===== src/rtl/dac_spi_config.sv =====
// dac_spi_config
//   Power-up sequencer and SPI register programmer for two 16-bit DACs.
//   After reset release it holds both DAC reset pins high, waits for the
//   DACs to settle, and writes the init table to DAC0 and then to DAC1.
//   It then raises o_init_done and serves single-register read/write
//   requests, one at a time.
//
// Ports
//   clk, rst_n        system clock, async active-low reset
//   o_sclk            SPI clock, idles low
//   o_sdio            SPI data towards the DACs, changes only on the sclk fall
//   o_sdio_oe         1 = sdio driven; 0 = released during the read data phase
//   i_sdo             SPI read data from the DACs (shared line)
//   o_csb0, o_csb1    DAC chip selects, active low, never both low
//   o_rst0_out/1_out  DAC reset pins, active high
//   o_init_done       set once both DACs are initialised, cleared only by rst_n
//   i_req_*           request: valid, rw (1 = read), dac, addr[4:0], wdata[7:0]
//   o_req_ready       high only when idle after initialisation
//   o_rsp_valid       one-cycle pulse at the end of each request frame
//   o_rsp_rdata       read data (0 after a write); held until the next response
//
// state  | meaning
// -------+----------------------------------------------------------
// DRST   | DAC reset pins held high for RST_CYCLES
// DWAIT  | DAC reset released, settling before the first frame
// INIT   | load the next init-table entry and its target DAC
// FRAME  | 16-bit SPI frame, csb low for 33*CLK_DIV cycles
// GAP    | csb high for CS_GAP cycles between frames
// IDLE   | initialised, waiting for a request
module dac_spi_config #(
  parameter int CLK_DIV     = 4,
  parameter int RST_CYCLES  = 64,
  parameter int WAIT_CYCLES = 256,
  parameter int CS_GAP      = 4,
  parameter int INIT_LEN    = 4,
  parameter logic [INIT_LEN*13-1:0] INIT_TABLE = {13'h1F55, 13'h0280, 13'h0100, 13'h0000}
) (
  input  logic       clk,
  input  logic       rst_n,
  output logic       o_sclk,
  output logic       o_sdio,
  output logic       o_sdio_oe,
  input  logic       i_sdo,
  output logic       o_csb0,
  output logic       o_csb1,
  output logic       o_rst0_out,
  output logic       o_rst1_out,
  output logic       o_init_done,
  input  logic       i_req_valid,
  output logic       o_req_ready,
  input  logic       i_req_rw,
  input  logic       i_req_dac,
  input  logic [4:0] i_req_addr,
  input  logic [7:0] i_req_wdata,
  output logic       o_rsp_valid,
  output logic [7:0] o_rsp_rdata
);

  // The INIT cycle is part of the settle time, so DWAIT itself runs one
  // cycle short and the first csb fall lands exactly WAIT_CYCLES after the
  // DAC resets drop.
  localparam int RST_LD  = (RST_CYCLES > 1) ? RST_CYCLES - 1 : 0;
  localparam int WAIT_LD = (WAIT_CYCLES > 2) ? WAIT_CYCLES - 2 : 0;
  localparam int GAP_LD  = (CS_GAP > 1) ? CS_GAP - 1 : 0;
  localparam int MAX_LD  = (RST_LD > WAIT_LD) ? ((RST_LD > GAP_LD) ? RST_LD : GAP_LD)
                                              : ((WAIT_LD > GAP_LD) ? WAIT_LD : GAP_LD);
  localparam int CW      = (MAX_LD > 1) ? $clog2(MAX_LD + 1) : 1;
  localparam int DIV_LD  = (CLK_DIV > 1) ? CLK_DIV - 1 : 0;
  localparam int DW      = (CLK_DIV > 1) ? $clog2(CLK_DIV) : 1;
  localparam int KW      = (INIT_LEN > 1) ? $clog2(INIT_LEN) : 1;
  localparam int K_LAST  = INIT_LEN - 1;
  // Half-periods 0..31 carry the 16 bits (odd = sclk high); 32 is the
  // trailing sclk-low half before csb rises.
  localparam logic [5:0] HALF_LAST = 6'd32;

  typedef enum logic [2:0] {
    S_DRST, S_DWAIT, S_INIT, S_FRAME, S_GAP, S_IDLE
  } state_t;

  state_t          r_state;
  state_t          w_next;
  logic            w_accept;
  logic [CW-1:0]   r_cnt;
  logic [DW-1:0]   r_div;
  logic [5:0]      r_half;
  logic [15:0]     r_word;
  logic            r_sel;
  logic            r_rd;
  logic            r_req;
  logic [7:0]      r_rx;
  logic [KW-1:0]   r_k;
  logic            r_init_dac;
  logic            r_init_done;
  logic            r_rsp_valid;
  logic [7:0]      r_rsp_rdata;
  logic [12:0]     w_entry;
  logic            w_cnt_zero;
  logic            w_div_zero;
  logic            w_init_last;
  logic            w_in_frame;

  assign w_cnt_zero  = (r_cnt == '0);
  assign w_div_zero  = (r_div == '0);
  assign w_init_last = (r_k == KW'(K_LAST)) && r_init_dac;
  assign w_in_frame  = (r_state == S_FRAME);

  always_comb begin
    w_entry = INIT_TABLE[12:0];
    for (int i = 0; i < INIT_LEN; i++) begin
      if (r_k == KW'(i)) w_entry = INIT_TABLE[13*i +: 13];
    end
  end

  always_ff @(posedge clk or negedge rst_n) begin
    if (!rst_n) r_state <= S_DRST;
    else        r_state <= w_next;
  end

  always_comb begin
    w_next   = r_state;
    w_accept = 1'b0;
    case (r_state)
      S_DRST:  if (w_cnt_zero) w_next = S_DWAIT;
      S_DWAIT: if (w_cnt_zero) w_next = S_INIT;
      S_INIT:  w_next = S_FRAME;
      S_FRAME: if (w_div_zero && (r_half == HALF_LAST)) w_next = S_GAP;
      S_GAP:   if (w_cnt_zero) w_next = (r_init_done || w_init_last) ? S_IDLE : S_INIT;
      S_IDLE: begin
        if (i_req_valid) begin
          w_accept = 1'b1;
          w_next   = S_FRAME;
        end
      end
      default: w_next = S_DRST;
    endcase
  end

  always_ff @(posedge clk or negedge rst_n) begin
    if (!rst_n) begin
      r_cnt       <= CW'(RST_LD);
      r_div       <= '0;
      r_half      <= '0;
      r_word      <= '0;
      r_sel       <= 1'b0;
      r_rd        <= 1'b0;
      r_req       <= 1'b0;
      r_rx        <= '0;
      r_k         <= '0;
      r_init_dac  <= 1'b0;
      r_init_done <= 1'b0;
      r_rsp_valid <= 1'b0;
      r_rsp_rdata <= '0;
    end else begin
      r_rsp_valid <= 1'b0;
      case (r_state)
        S_DRST: r_cnt <= w_cnt_zero ? CW'(WAIT_LD) : r_cnt - CW'(1);
        S_DWAIT: if (!w_cnt_zero) r_cnt <= r_cnt - CW'(1);
        S_INIT: begin
          r_word <= {3'b000, w_entry};
          r_sel  <= r_init_dac;
          r_rd   <= 1'b0;
          r_req  <= 1'b0;
          r_div  <= DW'(DIV_LD);
          r_half <= '0;
        end
        S_FRAME: begin
          if (w_div_zero) begin
            r_div <= DW'(DIV_LD);
            if (r_half == HALF_LAST) begin
              r_cnt <= CW'(GAP_LD);
              if (r_req) begin
                r_rsp_valid <= 1'b1;
                r_rsp_rdata <= r_rd ? r_rx : 8'h00;
              end
            end else begin
              r_half <= r_half + 6'd1;
              // next bit presented as sclk falls; bit 0 is held through the tail
              if (r_half[0] && (r_half < 6'd31)) r_word <= {r_word[14:0], 1'b0};
              // sample sdo as sclk rises on edges 9..16
              if (!r_half[0] && (r_half >= 6'd16)) r_rx <= {r_rx[6:0], i_sdo};
            end
          end else begin
            r_div <= r_div - DW'(1);
          end
        end
        S_GAP: begin
          if (!w_cnt_zero) begin
            r_cnt <= r_cnt - CW'(1);
          end else if (!r_init_done) begin
            if (w_init_last) begin
              r_init_done <= 1'b1;
            end else if (r_k == KW'(K_LAST)) begin
              r_k        <= '0;
              r_init_dac <= 1'b1;
            end else begin
              r_k <= r_k + KW'(1);
            end
          end
        end
        S_IDLE: begin
          if (w_accept) begin
            r_word <= {i_req_rw, 2'b00, i_req_addr, (i_req_rw ? 8'h00 : i_req_wdata)};
            r_sel  <= i_req_dac;
            r_rd   <= i_req_rw;
            r_req  <= 1'b1;
            r_div  <= DW'(DIV_LD);
            r_half <= '0;
          end
        end
        default: ;
      endcase
    end
  end

  assign o_sclk      = w_in_frame && r_half[0];
  assign o_sdio      = w_in_frame && r_word[15];
  assign o_sdio_oe   = !(w_in_frame && r_rd && (r_half >= 6'd16));
  assign o_csb0      = !(w_in_frame && !r_sel);
  assign o_csb1      = !(w_in_frame && r_sel);
  assign o_rst0_out  = (r_state == S_DRST);
  assign o_rst1_out  = (r_state == S_DRST);
  assign o_init_done = r_init_done;
  assign o_req_ready = (r_state == S_IDLE) && r_init_done;
  assign o_rsp_valid = r_rsp_valid;
  assign o_rsp_rdata = r_rsp_rdata;

endmodule


===== config.mk =====
export PLATFORM = sky130hd
export DESIGN_NAME = dac_spi_config
export DESIGN_NICKNAME = d
export VERILOG_FILES = /design/src/rtl/dac_spi_config.sv
export SDC_FILE = /design/constraint.sdc
export NUM_CORES = 1
export LEC_CHECK = 0
export ABC_AREA = 0
export BUFFER_PORTS_ARGS = -buffer_cell sky130_fd_sc_hd__buf_4
export CAP_MARGIN = 10
export CORE_MARGIN = 10
export CORE_UTILIZATION = 57
export CTS_CLUSTER_DIAMETER = 100
export DETAILED_ROUTE_END_ITERATION = 16
export GPL_TIMING_DRIVEN = 1
export PLACE_DENSITY = 0.76
export SLEW_MARGIN = 0
export SYNTH_ARGS = -nofsm -noshare
export SYNTH_HDL_FRONTEND = slang
export SYNTH_SLANG_ARGS = --single-unit

===== constraint.sdc =====
create_clock -name clk -period 2.4 [get_ports clk]
set_clock_uncertainty 0.05 [all_clocks]
set_input_delay 0.36 -clock clk [delete_from_list [all_inputs] [get_ports clk]]
set_output_delay 0.36 -clock clk [all_outputs]
set_load 0.01 [all_outputs]

==> impl_metrics.env, run 1 <==
export IMPL_status="complete, no violations"
export IMPL_antenna_left=0
export IMPL_clockBufferDepth=2
export IMPL_critPathBufInv=2
export IMPL_endpoint_kind="flop"
export IMPL_vias=2389
export IMPL_grt_max_degree=60
export IMPL_synth_ff_type="dfrtp_1"
export IMPL_ys_async_sr_fraction=1.00
export IMPL_finalHoldViolations=0
export IMPL_crit_chain="inv_1 > ha_1 > nand2_1 > a211oi_1 > a21o_1 > buf_4 > mux2_2"
export IMPL_synth_area_um2=3220
export IMPL_tightest_slew_ps=938
export IMPL_relSlewSlack=0.370
export IMPL_slowest_delay_ps=410
export IMPL_maxCapViolations=0
export IMPL_post_route_cells_drive_above_1_share=0.316
export IMPL_dpl_cell_area_um2=3560
export IMPL_clockPowerShare=0.473
export IMPL_gr_usage_all_layers=0.156
export IMPL_hold_path_class="in -> async"
export IMPL_avgSynthCellArea_um2=10.6
export IMPL_grt_overflow=0
export IMPL_cts_made_buffers=9
export IMPL_grt_first_pass_wirelength_mm=11.2
export IMPL_reg2reg_to="r_word[8]"
export IMPL_layout_nets=372
export IMPL_drt_iter0_markers=96
export IMPL_setup_tns_ps=0
export IMPL_antenna_found_initial=0
export IMPL_totalWireLength_mm=6.64
export IMPL_vias_per_cell=5.69
export IMPL_drt_first_pass_iters=4
export IMPL_drc=0
export IMPL_dieArea_um2=9050
export IMPL_fp_row_count=27
export IMPL_crit_path_start_kind="flop"
export IMPL_ys_seq_elements=59
export IMPL_p_int_mw=1.57
export IMPL_cts_max_level=3
export IMPL_postCtsSetupBuffers=0
export IMPL_clock_latency_ps=340
export IMPL_period_needed_ps=2180
export IMPL_rsz0062_at_grt="false"
export IMPL_finalCritPeriodShare=0.908
export IMPL_start_util=0.584
export IMPL_totalPowerFinal_mw=1.97
export IMPL_cts_hold_buf=0
export IMPL_synth_seq_area_share=0.461
export IMPL_synth_cell_types=63
export IMPL_grt_pass1_vias=2364
export IMPL_path_depth=7
export IMPL_critPathKind="reg -> reg"
export IMPL_p_switching_mw=0.408
export IMPL_crit_arrival_ps=2360
export IMPL_synth_enable_flop_cells=0
export IMPL_coreArea_um2=5510
export IMPL_worstRegToRegCells=7
export IMPL_path_clk_slew_ps=60
export IMPL_port_buffers=36
export IMPL_power_density_nw_per_um2=525
export IMPL_die_h_um=95.1
export IMPL_cts_tree="done"
export IMPL_clockRootBuffer="clkbuf_8"
export IMPL_synth_warnings=0
export IMPL_wl_per_cell_um=15.8
export IMPL_max_freq_mhz=459
export IMPL_critPathRequiredTime_ps=2580
export IMPL_io_pins=37
export IMPL_syn_nets=330
export IMPL_slew_violations=0
export IMPL_n_fill_cell=451
export IMPL_area_growth_synth_to_final_pct=16.8
export IMPL_pwr_share_seq=0.505
export IMPL_crit_family="compound AO/OA/AOI/OAI gates"
export IMPL_pwr_share_comb=0.022
export IMPL_final_cell_area_um2=3760
export IMPL_crit_reg2reg_launch="r_div[0]"
export IMPL_switching_share=0.206
export IMPL_worstPathMaxFanout=16
export IMPL_gp_congestion=0.896
export IMPL_ir_drop_mv=0.271
export IMPL_antennaDiodeCount=0
export IMPL_cellLeakagePower_nw=1.78
export IMPL_setup_viol=0
export IMPL_cts_resized=0
export IMPL_rrSetupSlack_ps=220
export IMPL_dieWidth_um=95.1
export IMPL_netlist_instances=303
export IMPL_dp_hpwl_mm=4.58
export IMPL_clock_sinks=59
export IMPL_crit_path_top_delay_cell="a211oi_1"
sequential cells by signal, summed over array words and instances, names as in the netlist, 2 cells and up:
signal       cells
r_word          16
r_rx             8
r_state          3
o_rsp_rdata      8
r_half           6
r_cnt            8
r_k              2
r_div            2
synth_stat cells (8+ instances only):
cell type   n  area share
dfrtp_1    53        0.41
inv_1      25       0.029
mux2_2     23       0.080
o21ai_0    21       0.033
nand2_1    17       0.020
nor2_1     15       0.017
nand3_1    11       0.017
a21oi_1     9       0.014
a221o_1     9       0.028
nor3_1      9       0.014
ha_1        8       0.031
worst reg2reg max path: cells and delay by family, from the launching register on:
family | cells | cell delay (ps)
AO/OA/AOI/OAI | 2 | 590
adder cells (fa/ha/maj) | 1 | 280
AND/OR/NAND/NOR | 1 | 80
multiplexers | 1 | 370
buffers and inverters | 2 | 320
flip-flops | 1 | 390
power by group through the flow:
| stage | combinational, mW | clock [mW] | sequential, mW |
|---|---|---|---|
| final | 0.0434 | 0.934 | 0.997 |
| after CTS | 0.0454 | 0.943 | 0.996 |
| after floorplan | 0.00151 | 0 | 1.01 |
| after global placement | 0.0451 | 0 | 1.01 |
| after detailed placement | 0.0453 | 0 | 1.01 |
| after global routing | 0.0484 | 0.995 | 0.996 |
cell usage in the layout, fill, tap and decap left out, drive strengths merged, types with 4 or more instances in the layout:
cell / Yosys / final
a21oi: 9 / 9
a221o: 9 / 9
buf: 14 / 46
clkbuf: 1 / 12
dfrtp: 53 / 53
dfstp: 6 / 6
ha: 8 / 8
inv: 25 / 25
mux2: 23 / 23
mux2i: 7 / 7
nand2: 17 / 17
nand2b: 4 / 4
nand3: 13 / 13
nor2: 17 / 17
nor2b: 5 / 5
nor3: 11 / 11
o21ai: 23 / 23
o22ai: 4 / 4
or3: 4 / 4
cells by family after synthesis:
kind of cell	after synthesis	share of synthesized area
and+or+nand+nor	95	0.186
AOI/OAI and AO/OA	68	0.153
DFF	59	0.461
buffers and inverters	40	0.0587
muxes	30	0.102
adders and majority gates	8	0.0311
xor gates and xnor gates	3	0.00817
per-stage QoR:
step / util / hold slack, ps / worst slack (ps) / instances
global placement: 0.646 / 413 / 273 / 406
detailed placement: 0.646 / 417 / 275 / 406
finish: 0.683 / 17.8 / 221 / 420
global route: 0.683 / 80.6 / 84.2 / 420
floorplan: - / 14.4 / 386 / 303
CTS: 0.683 / 67.1 / 237 / 420
routing by layer:
metal / vias to the layer above / track usage / routed length, um
met5: - / 0 / 0
met4: 0 / 0.0810 / 113
met3: 11 / 0.0377 / 285
met2: 41 / 0.239 / 3110
met1: 1169 / 0.201 / 3130
li1: 1168 / - / -
how the worst max path moves through the flow:
| stage | endpoint | startpoint | slack (ps) |
|---|---|---|---|
| finish | r_word[8] | r_div[0] | 220 |
| detailed placement | r_word[8] | r_div[0] | 280 |
| global placement | r_word[8] | r_div[0] | 270 |
| CTS | o_req_ready | r_state[0] | 240 |
| floorplan | r_rx[0] | r_half[0] | 390 |
| global route | o_req_ready | r_state[0] | 80 |
final cells by class:
| class | instances | area (um^2) | share of cell area |
|---|---|---|---|
| Multi-Input combinational cell | 204 | 1550 | 0.411 |
| Sequential cell | 59 | 1480 | 0.395 |
| Timing Repair Buffer | 46 | 345 | 0.0919 |
| Clock buffer | 12 | 165 | 0.0439 |
| Inverter | 25 | 93.8 | 0.0250 |
| Tap cell | 72 | 90.1 | 0.0240 |
| Clock inverter | 2 | 35.0 | 0.00932 |
No activity file was read; power rests on OpenSTA's default activity.
==> run 2, diff against run 1 <==
--- a/config.mk
+++ b/config.mk
@@ -14,6 +14,7 @@
 export DETAILED_ROUTE_END_ITERATION = 16
 export GPL_TIMING_DRIVEN = 1
 export PLACE_DENSITY = 0.76
+export SETUP_SLACK_MARGIN = 0.4
 export SLEW_MARGIN = 0
 export SYNTH_ARGS = -nofsm -noshare
 export SYNTH_HDL_FRONTEND = slang
==> impl_metrics.env, run 2 (synthesis gave the netlist of run 1 again) <==
export IMPL_fp_row_count=27
export IMPL_vias=2479
export IMPL_clockPowerShare=0.481
export IMPL_worstPathMaxFanout=6
export IMPL_grt_first_pass_wirelength_mm=12.0
export IMPL_relSlewSlack=0.503
export IMPL_port_buffers=36
export IMPL_grt_pass1_vias=2497
export IMPL_p_switching_mw=0.412
export IMPL_antenna_left=0
export IMPL_layout_nets=381
export IMPL_wl_per_cell_um=16.5
export IMPL_dieArea_um2=9050
export IMPL_maxCapViolations=0
export IMPL_setup_tns_ps=0
export IMPL_crit_path_start_kind="flop"
export IMPL_grt_max_degree=60
export IMPL_p_int_mw=1.59
export IMPL_rsz0062_at_grt="false"
export IMPL_worstRegToRegCells=6
export IMPL_totalPowerFinal_mw=2.00
export IMPL_drt_first_pass_iters=4
export IMPL_gp_congestion=0.911
export IMPL_antennaDiodeCount=0
export IMPL_clock_sinks=59
export IMPL_switching_share=0.206
export IMPL_reg2reg_to="r_state[0]"
export IMPL_die_h_um=95.1
export IMPL_critPathRequiredTime_ps=2580
export IMPL_max_freq_mhz=511
export IMPL_clockBufferDepth=2
export IMPL_grt_overflow=0
export IMPL_start_util=0.584
export IMPL_coreArea_um2=5510
export IMPL_vias_per_cell=5.75
export IMPL_area_growth_synth_to_final_pct=21.6
export IMPL_period_needed_ps=1960
export IMPL_setup_viol=0
export IMPL_dieWidth_um=95.1
export IMPL_n_fill_cell=418
export IMPL_drc=0
export IMPL_antenna_found_initial=0
export IMPL_cts_tree="done"
export IMPL_cts_hold_buf=0
export IMPL_cts_max_level=3
export IMPL_pwr_share_seq=0.497
export IMPL_slew_violations=0
export IMPL_critPathKind="reg -> reg"
export IMPL_finalHoldViolations=0
export IMPL_ir_drop_mv=0.481
export IMPL_dp_hpwl_mm=4.67
export IMPL_cellLeakagePower_nw=1.83
export IMPL_crit_start="r_cnt[0]"
export IMPL_pwr_share_comb=0.022
export IMPL_drt_iter0_markers=66
export IMPL_tightest_slew_ps=746
export IMPL_clockRootBuffer="clkbuf_8"
export IMPL_top_register="r_word"
export IMPL_clock_latency_ps=340
export IMPL_finalCritPeriodShare=0.815
export IMPL_gr_usage_all_layers=0.165
export IMPL_largest_reg_flops=16
export IMPL_status="complete, no violations"
export IMPL_rrSetupSlack_ps=440
export IMPL_post_route_cells_drive_above_1_share=0.373
export IMPL_final_cell_mix="buf_4, dfrtp_1, inv_1, mux2_2, o21ai_0"
export IMPL_totalWireLength_mm=7.09
export IMPL_cts_made_buffers=9
export IMPL_power_density_nw_per_um2=512
export IMPL_endpoint_kind="flop"
export IMPL_io_pins=37
export IMPL_crit_arrival_ps=2130
export IMPL_crit_reg2reg_launch="r_cnt[0]"
export IMPL_path_clk_slew_ps=70
export IMPL_hold_path_class="in -> async"
run 2: changes by cell type in the layout (fill, tap and decap cells not counted), moves of 3 or more:
cell,change
buf_4,+4
buf_6,+3
clkbuf_8,-3
clkinv_2,+3
dfrtp_1,-3
dfrtp_2,+3
run 2: timing repair:
item                       CTS  global route
pin swaps                    2             4
setup endpoints to repair   35            35
cloned                       0             2
buffers inserted             7             1
resized for setup           10            11
run 2: routing by layer:
metal	GRT usage	up-vias	wire length, um
met5	0	-	0
met4	0.0549	0	107
met3	0.0558	10	316
met2	0.248	52	3440
met1	0.218	1228	3230
li1	-	1189	-
run 2: worst max path at each step:
stage	endpoint	slack, ps	depth (start not counted)
floorplan	r_rx[0]	430	6
global placement	r_rx[0]	330	6
detailed placement	r_word[5]	250	7
CTS	o_req_ready	430	4
global route	o_rsp_rdata[3]	400	7
finish	r_state[0]	440	6
run 2: cell type report:
cell class,count,area [um^2],share of cell area
Sequential cell,59,1490,0.380
Timing Repair Buffer,55,434,0.111
Tap cell,72,90.1,0.0230
Inverter,25,93.8,0.0240
Clock inverter,6,80.1,0.0205
Multi-Input combinational cell,204,1600,0.409
Clock buffer,10,128,0.0326
run 2: metrics by stage:
step	setup WS (ps)	instances	cell area (um^2)	util	hold WS, ps
after global routing	398	431	3910	0.711	75.9
after global placement	332	405	3560	0.646	417
after detailed placement	254	405	3560	0.646	428
after floorplan	426	303	3230	-	14.4
final	444	431	3910	0.711	31.9
after CTS	435	428	3860	0.702	60.5
run 2: power groups by stage:
stage | Clock, mW | Sequential (mW) | Combinational (mW)
final | 0.965 | 0.996 | 0.0437
after floorplan | 0 | 1.01 | 0.00151
after global routing | 1.03 | 0.996 | 0.0485
after detailed placement | 0 | 1.01 | 0.0455
after global placement | 0 | 1.01 | 0.0451
after CTS | 0.987 | 0.996 | 0.0454
run 2: critical path: stages, from the launching register on:
cell	delay, ps
dfstp_2	390
inv_1	70
ha_1	170
or3b_4	460
nor2_8	150
mux2_2	350
o211a_1	200
